`src/rtl/vga_timing_rx.sv`:
```
// Recovers VGA pixel coordinates from hsync/vsync and tracks whether the
// incoming timing matches the configured mode.
//
// state  | meaning
// SEARCH | waiting for a vsync leading edge to start measuring
// CHECK  | measuring one frame; frame_good drops on any violation
// LOCKED | timing matches parameters; violations pulse err_out
module vga_timing_rx #(
  parameter int H_VIZ   = 640,
  parameter int H_PULSE = 96,
  parameter int H_BP    = 48,
  parameter int H_SYNC  = 800,
  parameter int V_VIZ   = 480,
  parameter int V_PULSE = 2,
  parameter int V_BP    = 33,
  parameter int V_SYNC  = 525
) (
  input  logic       clk_vga,
  input  logic       rst_vga,
  input  logic       hsync_in,
  input  logic       vsync_in,
  output logic [9:0] x_out,
  output logic [9:0] y_out,
  output logic       de_out,
  output logic       locked_out,
  output logic       frame_start_out,
  output logic       err_out,
  output logic [9:0] h_total_out,
  output logic [9:0] v_total_out
);

  localparam logic [9:0] H_ACT0 = 10'(H_PULSE + H_BP);
  localparam logic [9:0] H_ACT1 = 10'(H_PULSE + H_BP + H_VIZ);
  localparam logic [9:0] H_END  = 10'(H_SYNC);
  localparam logic [9:0] V_ACT0 = 10'(V_PULSE + V_BP);
  localparam logic [9:0] V_ACT1 = 10'(V_PULSE + V_BP + V_VIZ);
  localparam logic [9:0] V_END  = 10'(V_SYNC);
  localparam logic [9:0] CNT_MAX = 10'h3FF;

  typedef enum logic [1:0] {SEARCH, CHECK, LOCKED} state_t;

  state_t     state;
  logic       frame_good;
  logic       hs_r, hs_p, vs_r, vs_p;
  logic [9:0] h_cnt, v_cnt;
  logic [9:0] h_nxt, v_nxt;
  logic       hs_fall, vs_fall;
  logic       h_len_bad, h_timeout, v_len_bad, v_misalign, viol;
  logic       h_in, v_in, de_nxt;

  assign hs_fall = hs_p & ~hs_r;
  assign vs_fall = vs_p & ~vs_r;
  assign h_nxt   = h_cnt + 10'd1;
  assign v_nxt   = v_cnt + 10'd1;

  // h_cnt passes through H_END only once on its way to saturation, so a
  // stuck sync raises the timeout for a single cycle.
  assign h_len_bad  = hs_fall && (h_nxt != H_END);
  assign h_timeout  = !hs_fall && (h_cnt == H_END);
  assign v_len_bad  = vs_fall && (v_nxt != V_END);
  assign v_misalign = vs_fall && !hs_fall;
  assign viol       = h_len_bad | h_timeout | v_len_bad | v_misalign;

  assign h_in   = (h_cnt >= H_ACT0) && (h_cnt < H_ACT1);
  assign v_in   = (v_cnt >= V_ACT0) && (v_cnt < V_ACT1);
  assign de_nxt = h_in & v_in;

  always_ff @(posedge clk_vga or posedge rst_vga) begin
    if (rst_vga) begin
      hs_r            <= 1'b1;
      hs_p            <= 1'b1;
      vs_r            <= 1'b1;
      vs_p            <= 1'b1;
      h_cnt           <= '0;
      v_cnt           <= '0;
      h_total_out     <= '0;
      v_total_out     <= '0;
      frame_start_out <= 1'b0;
      de_out          <= 1'b0;
      x_out           <= '0;
      y_out           <= '0;
      err_out         <= 1'b0;
      locked_out      <= 1'b0;
      frame_good      <= 1'b0;
      state           <= SEARCH;
    end else begin
      hs_r <= hsync_in;
      hs_p <= hs_r;
      vs_r <= vsync_in;
      vs_p <= vs_r;

      if (hs_fall) begin
        h_total_out <= h_nxt;
        h_cnt       <= '0;
      end else if (h_cnt != CNT_MAX) begin
        h_cnt <= h_nxt;
      end

      frame_start_out <= vs_fall & hs_fall;
      if (vs_fall) begin
        v_cnt <= '0;
        if (hs_fall) v_total_out <= v_nxt;
      end else if (hs_fall && (v_cnt != CNT_MAX)) begin
        v_cnt <= v_nxt;
      end

      de_out <= de_nxt;
      x_out  <= de_nxt ? (h_cnt - H_ACT0) : '0;
      y_out  <= de_nxt ? (v_cnt - V_ACT0) : '0;

      err_out <= (state == LOCKED) && viol;

      case (state)
        SEARCH: begin
          if (vs_fall) begin
            state      <= CHECK;
            frame_good <= 1'b1;
          end
        end
        CHECK: begin
          if (vs_fall) begin
            if (frame_good && !viol) begin
              state      <= LOCKED;
              locked_out <= 1'b1;
            end else begin
              frame_good <= 1'b1;
            end
          end else if (viol) begin
            frame_good <= 1'b0;
          end
        end
        LOCKED: begin
          if (viol) begin
            state      <= SEARCH;
            locked_out <= 1'b0;
          end
        end
        default: begin
          state      <= SEARCH;
          locked_out <= 1'b0;
        end
      endcase
    end
  end

endmodule

```
`config.mk`:
```
export PLATFORM = sky130hd
export DESIGN_NAME = vga_timing_rx
export DESIGN_NICKNAME = d
export VERILOG_FILES = /design/src/rtl/vga_timing_rx.sv
export SDC_FILE = /design/constraint.sdc
export NUM_CORES = 1
export LEC_CHECK = 0
export CAP_MARGIN = 30
export CORE_ASPECT_RATIO = 0.75
export CORE_MARGIN = 1
export CORE_UTILIZATION = 25
export CTS_CLUSTER_DIAMETER = 80
export DETAILED_ROUTE_END_ITERATION = 10
export PLACE_DENSITY = 0.41
export SYNTH_ARGS = -nofsm -noshare
export SYNTH_HDL_FRONTEND = slang
export SYNTH_SLANG_ARGS = --single-unit
```
`constraint.sdc`:
```
create_clock -name clk_vga -period 4.65 [get_ports clk_vga]
set_input_delay 0.93 -clock clk_vga [delete_from_list [all_inputs] [get_ports clk_vga]]
set_output_delay 0.93 -clock clk_vga [all_outputs]
set_load 0.01 [all_outputs]
```
==> results.py <==
metrics = {
    "timing": {
        "hold_violations": 0,
        "slew_violations": 0,
        "fmax_mhz": 416,
        "skew_ns": 0.00376,
        "max_slew.worst_pin.slew_ns": 0.818,
        "rsz0062_at_grt": "false",
        "whs_ns": 0.371,
        "finalCritPeriodShare": 0.517,
        "slew_headroom": 0.454,
        "period_needed_ns": 2.40,
        "setup_tns_ns": 0,
        "finalSetupViolations": 0,
    },
    "setup_path": {
        "start_kind": "register",
        "path_max_fanout": 16,
        "slowest_stage": "dfrtp_1",
        "cp_data_required_time_ns": 4.88,
        "end_kind": "register",
        "critical_path_class": "register to register",
        "cp_cell_sequence": "ha_1, o41ai_2, a21oi_1, a31oi_1, a311o_2, inv_2, and2_1",
        "slowest_delay_ns": 0.47,
        "worstPathArrival_ns": 2.63,
    },
    "clocking": {
        "tritoncts": "built",
        "cts_root_buf": "clkbuf_16",
        "insertion_delay_ns": 0.34,
        "path_clk_slew_ns": 0.06,
        "clock_sinks": 71,
        "cts_buffers": 9,
        "cts_setup_buffers": 0,
        "postCtsHoldBufs": 0,
        "cts_max_path_buffers": 2,
        "cts.htree.levels": 3,
        "cts_resized": 0,
    },
    "floorplan": {
        "dieArea_sq_mm": 0.0142,
        "core_region_area_sq_mm": 0.0132,
        "start_util": 0.260,
        "num_rows": 36,
        "die_y_microns": 103,
        "die_width_microns": 137,
        "io_pins": 48,
    },
    "synth": {
        "synth_area_sq_mm": 0.00342,
        "ys_seq_elements": 71,
        "synthFlopType": "dfrtp_1",
        "syn-num-nets": 358,
        "ys_types": 52,
        "yosysWarnings": 0,
        "yosysSeqAreaShare": 0.521,
        "synthArstFlopShare": 1.00,
        "synth_top_area_cell": "dfrtp_1",
        "syn_avg_cell_area_sq_um": 9.91,
        "syn_inst": 345,
        "synth_edf_count": 0,
        "synth_top_area_frac": 0.490,
        "ys_top_cells_by_area": "dfrtp_1 (49%), nor2_1 (5.7%), xnor2_1 (4.4%), xor2_1 (3.3%), ha_1 (3.3%)",
    },
    "place": {
        "io_buffer_count": 47,
        "place.gp.congestion": 0.706,
        "dp_hpwl_microns": 6030,
    },
    "global_routing": {
        "grt_pass1_wl_microns": 13800,
        "groute.usage.overall": 0.134,
        "antenna_found_initial": 0,
        "grt_start_max_net_pins": 38,
        "gr-total-overflow": 0,
        "grt_pass1_vias": 2474,
    },
    "power": {
        "leakagePower_nw": 1.86,
        "peakVddDrop_mv": 0.168,
        "p_per_area_mw_per_mm2": 379,
    },
    "run_status": {
        "status": "completed",
    },
    "finish": {
        "n_antenna_cell": 0,
        "synthToLayoutAreaGrowth_pct": 26.1,
        "drive_gt1_frac": 0.0972,
        "nets": 399,
    },
    "job": {
        "maxCapViolCount": 0,
    },
    "drt": {
        "ant_nets": 0,
        "drt_iter0_markers": 131,
        "vias": 2530,
        "wl_microns": 8570,
        "routed_via_density": 4.50,
        "drc": 0,
        "dr.pass1.iters": 4,
        "wire_per_inst_microns": 15.2,
    },
    "min_path": {
        "hp-class": "register to register",
    },
}
==> kinds of logic after synthesis <==
logic type	synth area share
AND/OR/NAND/NOR	0.218
flip-flops	0.521
AO/OA/AOI/OAI	0.110
buffers and inverters	0.0380
XOR/XNOR	0.0768
adder cells (fa/ha/maj)	0.0329
multiplexers	0.00329
==> cells in the final DEF (no fill, tap or decap), drive strengths merged, types with 2 or more instances in the layout <==
| cell | synthesis | final |
|---|---|---|
| o211ai | 2 | 2 |
| and3 | 3 | 3 |
| nor3b | 2 | 2 |
| clkinv | 0 | 3 |
| ha | 9 | 9 |
| nor2 | 53 | 53 |
| dfrtp | 67 | 67 |
| o21ai | 15 | 15 |
| o21a | 5 | 5 |
| xor2 | 13 | 13 |
| buf | 9 | 4 |
| nand4 | 6 | 6 |
| o31a | 2 | 2 |
| a211oi | 2 | 2 |
| a31oi | 4 | 4 |
| or3 | 4 | 4 |
| clkdlybuf4s50 | 0 | 47 |
| nor3 | 9 | 9 |
| dfstp | 4 | 4 |
| o41ai | 2 | 2 |
| a21oi | 21 | 21 |
| nor2b | 8 | 8 |
| and2 | 8 | 8 |
| inv | 10 | 10 |
| xnor2 | 17 | 17 |
| nand2b | 5 | 5 |
| nand3 | 8 | 8 |
| clkbuf | 12 | 12 |
| nor4 | 5 | 5 |
| nand2 | 29 | 29 |
==> cells in the mapped netlist, types with 2 or more instances <==
| cell | count |
|---|---|
| a21oi_1 | 21 |
| a31oi_1 | 3 |
| and2_1 | 8 |
| and3_1 | 3 |
| buf_2 | 7 |
| clkbuf_1 | 11 |
| dfrtp_1 | 67 |
| dfstp_2 | 4 |
| ha_1 | 9 |
| inv_1 | 9 |
| nand2_1 | 28 |
| nand2b_1 | 5 |
| nand3_1 | 7 |
| nand4_1 | 6 |
| nor2_1 | 52 |
| nor2b_1 | 8 |
| nor3_1 | 8 |
| nor3b_1 | 2 |
| nor4_1 | 3 |
| nor4_4 | 2 |
| o21a_1 | 5 |
| o21ai_0 | 15 |
| o31a_1 | 2 |
| or3_1 | 4 |
| xnor2_1 | 17 |
| xor2_1 | 13 |
==> power breakdown <==
group          leakage (nW)  internal, mW  switching (mW)
Clock                 0.132         0.373           0.261
Combinational         0.795         0.125           0.130
Sequential            0.936         0.679          0.0648
==> per-stage QoR <==
step                      power, mW   util  area (sq um)  setup WS (ns)  cells
after floorplan               0.885      -          3420           1.93    345
after global placement         1.01  0.307          4030           2.16    545
after detailed placement       1.01  0.307          4040           2.12    546
after CTS                      1.66  0.328          4310           2.18    562
after global routing           1.72  0.328          4310           2.02    562
final                          1.63  0.328          4310           2.25    562
==> registers in the layout, indices dropped and copies added, names as in the netlist, 2 cells and up <==
register	cells
y_out	10
state	2
h_cnt	10
h_total_out	10
x_out	10
v_cnt	10
v_total_out	10
==> final timing paths <==
kind                                      startpoint                    endpoint  slack, ns  cells after the start
worst max-delay path            v_cnt[0]$_DFFE_PP0P_          x_out[3]$_DFF_PP0_       2.25                      7
worst min-delay path                  hs_r$_DFF_PP1_              hs_p$_DFF_PP1_       0.37                      0
worst max register to register  v_cnt[0]$_DFFE_PP0P_          x_out[3]$_DFF_PP0_       2.25                      7
worst min register to register        hs_r$_DFF_PP1_              hs_p$_DFF_PP1_       0.37                      0
max in group asynchronous                    rst_vga        v_cnt[8]$_DFFE_PP0P_       2.61                      3
min in group asynchronous                    rst_vga  h_total_out[9]$_DFFE_PP0P_       1.08                      2
==> worst max-delay path: cells and delay by family (launching register included) <==
family,cells,cell delay [ns]
AOI/OAI and AO/OA,4,1.15
adders and majority gates,1,0.35
buffers and inverters,1,0.13
DFF,1,0.47
and+or+nand+nor,1,0.18
==> layout make-up <==
class	instances	area [sq um]
fill	1375	8840
inverter	10	37.5
clock buffer	12	246
multi-input combinational	243	1510
sequential	71	1780
tap	171	214
clock inverter	4	22.5
timing repair buffer	51	500
==> metal layers <==
metal	wire length, microns	part of all wire	track usage
met5	0	0	0
met4	157	0.018	0.0609
met3	417	0.049	0.0375
met2	3310	0.39	0.183
met1	4690	0.55	0.195
Power figures use the tool's default switching activity.
